## config.mk

```make
export PLATFORM = sky130hd
export DESIGN_NAME = phase_error_detector
export DESIGN_NICKNAME = d
export VERILOG_FILES = /design/src/rtl/phase_error_detector_pkg.sv /design/src/rtl/phase_error_detector_edge_sync.sv /design/src/rtl/phase_error_detector.sv
export SDC_FILE = /design/constraint.sdc
export NUM_CORES = 1
export LEC_CHECK = 0
export ABC_AREA = 1
export BUFFER_PORTS_ARGS = -buffer_cell sky130_fd_sc_hd__clkbuf_2
export CORE_ASPECT_RATIO = 0.5
export CORE_UTILIZATION = 50
export CTS_BUF_LIST = sky130_fd_sc_hd__clkbuf_2
export CTS_CLUSTER_SIZE = 10
export DETAILED_ROUTE_END_ITERATION = 12
export GPL_TIMING_DRIVEN = 1
export PLACE_DENSITY = 0.7
export SYNTH_ARGS = -nofsm -noshare
export SYNTH_HDL_FRONTEND = slang
export SYNTH_HIERARCHICAL = 1
export SYNTH_SLANG_ARGS = --single-unit
```

## constraint.sdc

```tcl
create_clock -name gen_clk_i -period 2.4 [get_ports gen_clk_i]
set_input_delay 0.12 -clock gen_clk_i [delete_from_list [all_inputs] [get_ports gen_clk_i]]
set_output_delay 0.12 -clock gen_clk_i [all_outputs]
set_load 0.005 [all_outputs]
```

## src/rtl/phase_error_detector_pkg.sv

```systemverilog
// Shared ADPLL definitions: phase-detector state encoding and error saturation limits.
package phase_error_detector_pkg;

  typedef enum logic [1:0] {
    StIdle    = 2'd0,
    StRefLead = 2'd1,
    StDcoLead = 2'd2
  } ped_state_e;

  localparam int unsigned ERROR_WIDTH_DEFAULT = 5;

  // Largest error magnitude representable symmetrically in a signed word of this width.
  function automatic int unsigned max_err(input int unsigned width);
    return (32'd1 << (width - 1)) - 32'd1;
  endfunction

  localparam int unsigned MAXE = max_err(ERROR_WIDTH_DEFAULT);

endpackage

```

## src/rtl/phase_error_detector_edge_sync.sv

```systemverilog
// Two-flop synchronizer followed by a rising-edge detector; flops reset high so an
// input already high at reset release produces no edge.
module edge_sync (
  input  logic clk_i,
  input  logic rst_i,
  input  logic async_i,
  output logic edge_o
);

  logic r_sync1;
  logic r_sync2;
  logic r_prev;

  always_ff @(posedge clk_i or posedge rst_i) begin
    if (rst_i) begin
      r_sync1 <= 1'b1;
      r_sync2 <= 1'b1;
      r_prev  <= 1'b1;
    end else begin
      r_sync1 <= async_i;
      r_sync2 <= r_sync1;
      r_prev  <= r_sync2;
    end
  end

  assign edge_o = r_sync2 & ~r_prev;

endmodule

```

## src/rtl/phase_error_detector.sv

```systemverilog
// Bang-counter phase detector: measures ref/dco edge separation in gen_clk cycles,
// emits a saturated signed error per measurement and tracks lock.
module phase_error_detector
  import phase_error_detector_pkg::*;
#(
  parameter int unsigned ERROR_WIDTH = 5,
  parameter int unsigned HOLD_ERROR  = 0,
  parameter int unsigned LOCK_THRESH = 1,
  parameter int unsigned LOCK_COUNT  = 16
) (
  input  logic                          gen_clk_i,
  input  logic                          reset_i,
  input  logic                          ref_clk_i,
  input  logic                          dco_clk_i,
  output logic signed [ERROR_WIDTH-1:0] error_o,
  output logic                          error_valid_o,
  output logic                          lock_o
);

  localparam int unsigned CntW = ERROR_WIDTH - 1;
  localparam logic [CntW-1:0] MaxCnt = CntW'(max_err(ERROR_WIDTH));
  localparam int unsigned LockW = $clog2(LOCK_COUNT + 1);

  logic w_ref_edge;
  logic w_dco_edge;

  edge_sync u_ref_sync (
    .clk_i   (gen_clk_i),
    .rst_i   (reset_i),
    .async_i (ref_clk_i),
    .edge_o  (w_ref_edge)
  );

  edge_sync u_dco_sync (
    .clk_i   (gen_clk_i),
    .rst_i   (reset_i),
    .async_i (dco_clk_i),
    .edge_o  (w_dco_edge)
  );

  ped_state_e r_state, w_state_next;
  logic [CntW-1:0] r_cnt, w_cnt_next;
  logic [LockW-1:0] r_lock_cnt, w_lock_cnt_next;
  logic signed [ERROR_WIDTH-1:0] r_err, w_err_val;
  logic r_valid;
  logic r_lock;

  logic            w_emit;
  logic            w_emit_neg;
  logic [CntW-1:0] w_emit_mag;
  logic            w_lead_edge;
  logic            w_close_edge;
  logic [ERROR_WIDTH-1:0] w_mag_ext;
  logic            w_in_lock;

  always_comb begin
    w_state_next = r_state;
    w_cnt_next   = r_cnt;
    w_emit       = 1'b0;
    w_emit_neg   = 1'b0;
    w_emit_mag   = '0;
    w_lead_edge  = (r_state == StDcoLead) ? w_dco_edge : w_ref_edge;
    w_close_edge = (r_state == StDcoLead) ? w_ref_edge : w_dco_edge;

    unique case (r_state)
      StIdle: begin
        w_cnt_next = '0;
        if (w_ref_edge && w_dco_edge) begin
          w_emit = 1'b1;
        end else if (w_ref_edge) begin
          w_state_next = StRefLead;
        end else if (w_dco_edge) begin
          w_state_next = StDcoLead;
        end
      end
      StRefLead, StDcoLead: begin
        w_emit_neg = (r_state == StDcoLead);
        // The closing cycle itself counts, hence r_cnt + 1 on a closing edge.
        if (w_close_edge) begin
          w_emit       = 1'b1;
          w_emit_mag   = (r_cnt == MaxCnt) ? MaxCnt : r_cnt + CntW'(1);
          w_state_next = StIdle;
          w_cnt_next   = '0;
        end else if (w_lead_edge) begin
          w_emit     = 1'b1;
          w_emit_mag = MaxCnt;
          w_cnt_next = '0;
        end else if (r_cnt == MaxCnt) begin
          w_emit       = 1'b1;
          w_emit_mag   = MaxCnt;
          w_state_next = StIdle;
          w_cnt_next   = '0;
        end else begin
          w_cnt_next = r_cnt + CntW'(1);
        end
      end
      default: begin
        w_state_next = StIdle;
        w_cnt_next   = '0;
      end
    endcase
  end

  always_comb begin
    w_mag_ext = {1'b0, w_emit_mag};
    w_err_val = w_emit_neg ? -$signed(w_mag_ext) : $signed(w_mag_ext);
    w_in_lock = (32'(w_emit_mag) <= LOCK_THRESH);
    if (!w_in_lock) begin
      w_lock_cnt_next = '0;
    end else if (r_lock_cnt == LockW'(LOCK_COUNT)) begin
      w_lock_cnt_next = r_lock_cnt;
    end else begin
      w_lock_cnt_next = r_lock_cnt + LockW'(1);
    end
  end

  always_ff @(posedge gen_clk_i or posedge reset_i) begin
    if (reset_i) begin
      r_state    <= StIdle;
      r_cnt      <= '0;
      r_err      <= '0;
      r_valid    <= 1'b0;
      r_lock     <= 1'b0;
      r_lock_cnt <= '0;
    end else begin
      r_state <= w_state_next;
      r_cnt   <= w_cnt_next;
      r_valid <= w_emit;
      if (w_emit) begin
        r_err      <= w_err_val;
        r_lock_cnt <= w_lock_cnt_next;
        r_lock     <= (w_lock_cnt_next == LockW'(LOCK_COUNT));
      end else if (HOLD_ERROR == 0) begin
        r_err <= '0;
      end
    end
  end

  assign error_o       = r_err;
  assign error_valid_o = r_valid;
  assign lock_o        = r_lock;

endmodule

```

Word-level counts from Yosys, hierarchy flattened
Index checks and enable logic that the tools add are counted.

storage, ports and cells
  output and inout bits = 7
  input bits = 4
  register bits after elaboration = 24

cells by class
  order comparisons = 1
  eq/ne operators = 9
  bitwise operators = 4
  muxes and demuxes = 28
  reduce and logical (&&, ||, !) cells = 4
  $add $sub $neg = 3

operators with widths
  kind                                                             count
  2-to-1 mux 4 bit                                                 9
  2-to-1 mux 5 bit                                                 4
  2-to-1 mux 2 bit                                                 6
  equality test 5 bit (second input constant)                      2
  inequality test 3 bit (second input constant)                    3
  2-to-1 mux 1 bit                                                 7
  adder 5 x 1 -> 5 bit (second input constant)                     1
  negation 4 -> 5 bit                                              1
  adder 4 x 1 -> 4 bit (second input constant)                     1
  equality test 4 bit (second input constant)                      1
  less-or-equal comparator 4 x 1 -> 1 bit (second input constant)  1
  one-hot mux 2 bit (2 select lines)                               1
  AND reduction 4 bit                                              1
  bitwise AND 1 bit                                                2
  equality test 2 x 1 -> 1 bit (second input constant)             1
  equality test 2 bit (second input constant)                      1
  logical NOT 2 bit                                                1
  inequality test 2 bit (second input constant)                    1
  NOT 1 bit                                                        2
  one-hot mux 1 bit (2 select lines)                               1
  OR reduction 2 bit                                               1
  logical AND 1 bit                                                1

Depth between registers and ports, before layout
Gate-level depths: netlist of the first run.

  depth after elaboration = 9
  mapped depth = 16

Cells and area by module
Netlist of the first run, hierarchy kept.

by module, submodules not included
  module                times used  cells each  seq. area each (µm²)  area each (µm²)
  phase_error_detector  1           132         450.4                 1,132.3
  edge_sync             2           6           78.8                  92.6

Least setup slack after synthesis of the first run
OpenSTA, ideal clock, no wires.

  path kind = register to register
  start point = register u_dco_sync.r_sync2
  end point = register r_lock, in the netlist lock_o
  arrival time = 1.927 ns
  cell stages (with the launch flop) = 12
  setup time = 0.118 ns
  required time = 2.282 ns
  path slack = 0.354 ns
  cell sequence = dfstp_2 > inv_1 > nor2_2 > nor2_2 > a21oi_4 > nand2_2 > ha_1 > or2_2 > nand3_2 > nor2_1 > nand4_1 > nand2_1

on the way
  cells in the longest elaborated chain, start to end = 8

ends and longest elaborated chain
  what                                     line                                  RTL
  from (decl)                              phase_error_detector_edge_sync.sv:11  logic r_sync2;
  from (signal assigned)                   phase_error_detector_edge_sync.sv:21  r_sync2 <= r_sync1;
  bitwise AND 1 bit *                      phase_error_detector_edge_sync.sv:26  assign edge_o = r_sync2 & ~r_prev;
  named net w_dco_edge                     phase_error_detector.sv:25            logic w_dco_edge;
  2-to-1 mux 1 bit                         phase_error_detector.sv:62            w_lead_edge = (r_state == StDcoLead) ? w_dco_edge : w_ref_edge;
  2-to-1 mux 4 bit                         phase_error_detector.sv:84            end else if (w_lead_edge) begin
  2-to-1 mux 4 bit                         phase_error_detector.sv:79            if (w_close_edge) begin
  2-to-1 mux 4 bit                         phase_error_detector.sv:65            unique case (r_state)
  less-or-equal comparator 4 x 1 -> 1 bit  phase_error_detector.sv:107           w_in_lock = (32'(w_emit_mag) <= LOCK_THRESH);
  2-to-1 mux 5 bit                         phase_error_detector.sv:108           if (!w_in_lock) begin
  equality test 5 bit                      phase_error_detector.sv:132           r_lock <= (w_lock_cnt_next == LockW'(LOCK_COUNT));
  to (signal assigned)                     phase_error_detector.sv:132
  to (decl)                                phase_error_detector.sv:46            logic r_lock;

Mark *: on every way through the listed nets, which the timed path passes. The rest lies on a longest branch.
A chain may end at the register's enable or synchronous reset.

Worst setup path after layout of the first run
  start point = register r_state[0]
  end point = register r_lock, in the netlist lock_o

on the way
  cells in the longest elaborated chain, start to end = 8

ends and longest elaborated chain
  what                                     line                                                                                RTL
  from (decl)                              phase_error_detector.sv:41                                                          ped_state_e r_state, w_state_next;
  from (signal assigned)                   phase_error_detector.sv:119                                                         r_state <= StIdle;
  from (signal assigned)                   phase_error_detector.sv:126                                                         r_state <= w_state_next;
  equality test 2 bit                      phase_error_detector.sv:62, phase_error_detector.sv:63, phase_error_detector.sv:65
  2-to-1 mux 1 bit                         phase_error_detector.sv:62
  2-to-1 mux 4 bit                         phase_error_detector.sv:84
  2-to-1 mux 4 bit                         phase_error_detector.sv:79
  2-to-1 mux 4 bit                         phase_error_detector.sv:65
  less-or-equal comparator 4 x 1 -> 1 bit  phase_error_detector.sv:107
  2-to-1 mux 5 bit                         phase_error_detector.sv:108
  equality test 5 bit                      phase_error_detector.sv:132

Parallel ways exist; a longest one is shown, timed or not.

==> out/qor.txt, run 1 <==
sequential element share of the synthesized area - 0.462
die area - 2860 sq um
Pins Over Slew Limit - 0
first-pass GRT wire length - 3.75 mm
n_diodes - 0
Non-Filler Instances - 196
FFs w/ async S/R, synth - 1.00
Syn Area/Cell - 9.15 sq um
met3 GRT Util - 0.0553
period utilization - 0.898
Static Leak - 0.713 nW
Power Density - 987 nW/um^2
Setup TNS - 0 ps
Tightest Pin Transition - 709 ps
initial antenna violation count - 0
DRT Wirelength - 2.18 mm
grt peak-use layer - met2
Starting Density - 0.563
final-layout fill cell count - 208
via count - 959
synthesized net count - 156
final design utilization - 0.623
WP data required - 2680 ps
Top FF cell, synth - dfrtp_1
overall routing resource usage - 0.182
TritonCTS clock tree - done
Starting DRT DRC Count - 30
Post-Syn Area - 1320 sq um
DRC - 0
fin crit period - 2160 ps
Peak supply drop - 0.447 mV
I/O pins - 11
Post-CTS Setup Inserts - 0
Final GP Congestion - 0.827
reg2reg path depth - 15
row count - 12
pin count of the biggest net entering global routing - 19
Setup crit start kind - flop
Global Route met1 Usage - 0.235
Clock Sinks - 24
outcome - complete, no violations
worst min path class - input port to asynchronous set/reset pin
final setup vio count - 0
#FFs+latches synth - 24
Mapped Cells - 144
crit path max fanout - 8
htree depth - 1
Clk pin slew, worst setup/hold paths - 230 ps
signal arrival time at the worst endpoint - 2440 ps
max-cap viol count - 0
final worst setup slack - 245 ps
Skew-Pair Late Insertion Delay - 350 ps
Clock Tree Root - clkbuf_2
nets@finish - 174
height of the die - 38.3 microns
hold slack - 353 ps
Yosys Warn Count - 6
Bufs on Longest Clock Path - 2
CTS Buf Count - 3
design area - 1460 sq um
Placement Cell Area - 1410 sq um
Overall Power - 1.44 mW
Post-Place Setup Slack - 122 ps
PortBufs - 10
layout cells sized above 1 - 0.286
RSZ-0062 raised after global routing - false
detailed placement HPWL - 1.73 mm
FMAX - 464 MHz
DR vias/cell - 4.89
Netlist cell types - 31
die extent in x - 74.6 microns
antenna-violating nets left - 0
Slew HR - 0.527
vias in the first global route - 876
number of flops mapped to enable cells by yosys - 0
critical path type - flop to flop
Pre-antenna DRT Iters - 5
nature of the critical path endpoint - flop
clock skew - 29.9 ps
placed insts - 189
Fin. Hold Viols - 0
Overflow after GRT - 0
GRT met2 Usage - 0.304
core area - 2340 sq um
Layout area overhead - 10.8%
wire per inst - 11.1 microns
## flip-flops by register name, summed over array words and instances, names as in the netlist
register	count
error_o	5
r_state	2
r_lock_cnt	5
r_cnt	4
u_ref_sync/r_sync2	1
u_dco_sync/r_sync1	1
lock_o	1
u_ref_sync/r_sync1	1
u_ref_sync/r_prev	1
u_dco_sync/r_prev	1
error_valid_o	1
u_dco_sync/r_sync2	1
## layer usage
metal / routed length (microns) / share of wire
met3: 71 / 0.033
met4: 19 / 0.0087
met1: 1120 / 0.52
met2: 961 / 0.44
met5: 0 / 0
## critical path, stage by stage, from the launching register on
cell	delay [ps]
dfrtp_1	420
inv_1	100
ha_2	300
inv_4	80
nand2_4	80
nand2_4	50
nor2_4	100
nand2_1	70
nand2_2	90
inv_1	50
ha_1	170
or2_2	320
nand3_2	120
nor2_1	50
nand4_1	60
nand2_1	50
## cells in the mapped netlist (3+ instances only)
cell type | number | share of area
nor2_2 | 3 | 0.014
inv_1 | 17 | 0.048
o21ai_1 | 5 | 0.019
dfstp_2 | 6 | 0.12
inv_2 | 3 | 0.0085
nand2_2 | 4 | 0.019
o22ai_1 | 3 | 0.014
dfrtp_1 | 18 | 0.34
nand3_1 | 10 | 0.038
nand4_1 | 4 | 0.019
nor2_1 | 10 | 0.028
nand2_1 | 25 | 0.071
ha_1 | 8 | 0.076
a21oi_1 | 4 | 0.015
nand3_2 | 3 | 0.023
## cell type report
cell class	instances	area, sq um	area share
flip-flops and latches	24	608	0.416
multi-input cells	96	606	0.415
repair buffers	15	95.1	0.0651
inverters	22	87.6	0.0600
well taps	35	43.8	0.0300
clock buffers	4	20.0	0.0137
## what timing repair did
action | CTS | global route
gates resized for setup | 0 | 1
hold buffers | 3 | 0
setup endpoints to repair | 0 | 3
hold endpoints to repair | 26 | 0
## where the power goes
part / switching [mW] / internal [mW]
Clock: 0.115 / 0.0441
Combinational: 0.456 / 0.280
Sequential: 0.0554 / 0.490
Total: 0.627 / 0.814
## cell usage in the layout, fill, tap and decap left out, types with 4 or more instances in the layout
cell	count
a21oi_1	4
clkbuf_2	14
dfrtp_1	18
dfstp_2	6
ha_1	7
inv_1	17
nand2_1	25
nand2_2	4
nand3_1	10
nand4_1	4
nor2_1	10
o21ai_1	5
## logic make-up after synthesis
kind of cell / synth area share
DFF: 0.462
and+or+nand+nor: 0.263
xor gates and xnor gates: 0.0266
adders and majority gates: 0.0760
AOI/OAI and AO/OA: 0.0921
buffers and inverters: 0.0807
## path summary, 6_finish.rpt
path,start,endpoint,slack (ps)
min in group gen_clk_i,u_dco_sync/r_sync1$_DFF_PP1_,u_dco_sync/r_sync2$_DFF_PP1_,370
min,reset_i,u_dco_sync/r_sync1$_DFF_PP1_,350
max,r_state[0]$_DFFE_PP0P_,lock_o$_DFFE_PP0P_,240
max reg2reg,r_state[0]$_DFFE_PP0P_,lock_o$_DFFE_PP0P_,240
max in group asynchronous,reset_i,r_state[0]$_DFFE_PP0P_,1540
min reg2reg,u_dco_sync/r_sync1$_DFF_PP1_,u_dco_sync/r_sync2$_DFF_PP1_,370
Note: power is estimated with default switching activity, not from simulation.
==> run 2: changes to the inputs <==
--- a/config.mk
+++ b/config.mk
@@ -14,6 +14,7 @@
 export DETAILED_ROUTE_END_ITERATION = 12
 export GPL_TIMING_DRIVEN = 1
 export PLACE_DENSITY = 0.7
+export RECOVER_POWER = 25
 export SYNTH_ARGS = -nofsm -noshare
 export SYNTH_HDL_FRONTEND = slang
 export SYNTH_HIERARCHICAL = 1
==> out/qor.txt, run 2 (synthesized netlist as in run 1, its figures left out) <==
Starting Density - 0.563 (unchanged)
CP Buf/Inv Count - 3 (unchanged)
first-pass GRT wire length - 3.75 mm (unchanged)
Crit-path slowest cell - dfrtp_1 (unchanged)
routed length on met2 - 972 microns (was 961 microns)
switching share of power - 0.437 (was 0.435)
final setup vio count - 0 (unchanged)
critical path type - flop to flop (unchanged)
commonest non-fill, non-tap cell in the layout - nand2_1 (unchanged)
RSZ-0062 raised after global routing - false (unchanged)
Power Density - 991 nW/um^2 (was 987 nW/um^2)
I/O pins - 11 (unchanged)
TritonCTS clock tree - done (unchanged)
nets@finish - 174 (unchanged)
max-cap viol count - 0 (unchanged)
wire per inst - 11.4 microns (was 11.1 microns)
fin crit period - 2150 ps (was 2160 ps)
Pins Over Slew Limit - 0 (unchanged)
DRC - 0 (unchanged)
Bufs on Longest Clock Path - 2 (unchanged)
antenna-violating nets left - 0 (unchanged)
met1 WL - 1.15 mm (was 1.12 mm)
placed insts - 189 (unchanged)
vias in the first global route - 876 (unchanged)
met3 WL - 86 microns (was 71 microns)
Setup TNS - 0 ps (unchanged)
n_diodes - 0 (unchanged)
pin count of the biggest net entering global routing - 19 (unchanged)
detailed placement HPWL - 1.73 mm (unchanged)
Clock Tree Root - clkbuf_2 (unchanged)
Clock Sinks - 24 (unchanged)
FMAX - 466 MHz (was 464 MHz)
die area - 2860 sq um (unchanged)
WP data required - 2690 ps (was 2680 ps)
multi-input logic area - 606 sq um (unchanged)
Pre-antenna DRT Iters - 4 (was 5)
overall routing resource usage - 0.182 (unchanged)
Slew HR - 0.504 (was 0.527)
row count - 12 (unchanged)
Top Metal Used - met4 (unchanged)
period utilization - 0.894 (was 0.898)
Clk pin slew, worst setup/hold paths - 240 ps (was 230 ps)
Final GP Congestion - 0.827 (unchanged)
core area - 2340 sq um (unchanged)
nature of the critical path endpoint - flop (unchanged)
CTS Buf Count - 3 (unchanged)
commonest cells after routing, fill and taps aside - nand2_1, dfrtp_1, inv_1 (unchanged)
PortBufs - 10 (unchanged)
Slowest Stage Delay on Critical Path - 420 ps (about the same)
final-layout fill cell count - 209 (was 208)
via count - 961 (was 959)
Flop pwr share - 0.377 (was 0.379)
DRT Wirelength - 2.23 mm (was 2.18 mm)
crit path max fanout - 8 (unchanged)
CP top delay family - simple AND/OR/NAND/NOR gates (unchanged)
DR vias/cell - 4.90 (was 4.89)
Non-Filler Instances - 196 (unchanged)
Layout area overhead - 10.7% (was 10.8%)
Clock power frac - 0.113 (was 0.111)
Static Leak - 0.709 nW (was 0.713 nW)
outcome - complete, no violations (unchanged)
Setup crit start kind - flop (unchanged)
Comb power frac - 0.511 (about the same)
Starting DRT DRC Count - 29 (was 30)
signal arrival time at the worst endpoint - 2440 ps (about the same)
initial antenna violation count - 0 (unchanged)
layout cells sized above 1 - 0.273 (was 0.286)
die extent in x - 74.6 microns (unchanged)
htree depth - 1 (unchanged)
worst min path class - input port to asynchronous set/reset pin (unchanged)
height of the die - 38.3 microns (unchanged)
Tightest Pin Transition - 743 ps (was 709 ps)
Post-CTS Setup Inserts - 0 (unchanged)
crit path cell chain - inv_1, ha_2, inv_4, nand2_4, nand2_4, nor2_4, nand2_1, nand2_2, inv_1, ha_1, or2_2, nand3_2, nor2_1, nand4_1, nand2_1 (unchanged)
Fin. Hold Viols - 0 (unchanged)
Skew-Pair Late Insertion Delay - 360 ps (was 350 ps)
final design utilization - 0.623 (about the same)
P_int - 0.814 mW (about the same)
Peak supply drop - 0.448 mV (was 0.447 mV)
clock skew - 38.4 ps (was 29.9 ps)
Overflow after GRT - 0 (unchanged)
FF/Latch Area - 608 sq um (unchanged)
switching power - 0.631 mW (was 0.627 mW)
## run 2: cell types whose count changed in the layout (fill, tap and decap cells not counted)
cell,before,now
clkbuf_2,14,13
clkbuf_1,0,1
dfstp_2,6,5
dfstp_1,0,1
## run 2: cell type report
cell class,instances,area share
flip-flops and latches,24,0.417
multi-input cells,96,0.415
repair buffers,15,0.0643
inverters,22,0.0600
well taps,35,0.0300
clock buffers,4,0.0137
## run 2: power by group through the flow
stage	Combinational, mW	Clock (mW)	Sequential, mW
global placement	0.721	0	0.550
global route	0.834	0.179	0.557
finish	0.738	0.163	0.545
CTS	0.740	0.169	0.545
floorplan	0.599	0	0.547
detailed placement	0.732	0	0.553
## run 2: path summary, 6_finish.rpt
check / startpoint / end / slack (ps) / depth (start not counted)
worst max-delay path: r_state[0]$_DFFE_PP0P_ / lock_o$_DFFE_PP0P_ / 250 / 15
worst min-delay path: reset_i / u_dco_sync/r_sync1$_DFF_PP1_ / 350 / 3
worst max register to register: r_state[0]$_DFFE_PP0P_ / lock_o$_DFFE_PP0P_ / 250 / 15
worst min register to register: u_dco_sync/r_sync1$_DFF_PP1_ / u_dco_sync/r_sync2$_DFF_PP1_ / 370 / 0
max in group asynchronous: reset_i / r_state[0]$_DFFE_PP0P_ / 1500 / 3
min in group gen_clk_i: u_dco_sync/r_sync1$_DFF_PP1_ / u_dco_sync/r_sync2$_DFF_PP1_ / 370 / 0
## run 2: what timing repair did
| item | in CTS | in global routing |
|---|---|---|
| endpoints found under the setup margin | 0 | 3 |
| gates resized for setup | 0 | 1 |
| hold endpoints to repair | 26 | 0 |
| hold buffers | 3 | 0 |
## run 2: metal layers
| metal | up-vias | track usage |
|---|---|---|
| li1 | 495 | - |
| met1 | 447 | 0.235 |
| met2 | 15 | 0.304 |
| met3 | 4 | 0.0553 |
| met4 | 0 | 0.0425 |
| met5 | - | 0 |
## run 2: worst reg2reg max path, delay by kind of cell, from the launching register on
kind          cells  cell delay (ps)
fa+ha+maj         2              480
buf+inv           3              230
flops             1              420
simple gates     10             1000
## run 2: through the flow
stage	hold WS [ps]	worst slack (ps)	total power, mW	cell area, sq um
2_1_floorplan	53.3	354	1.15	1320
3_3_place_gp	181	211	1.27	1410
3_5_place_dp	185	122	1.29	1410
4_1_cts	337	116	1.45	1460
5_1_grt	356	24.9	1.57	1460
6_report	354	254	1.45	1460
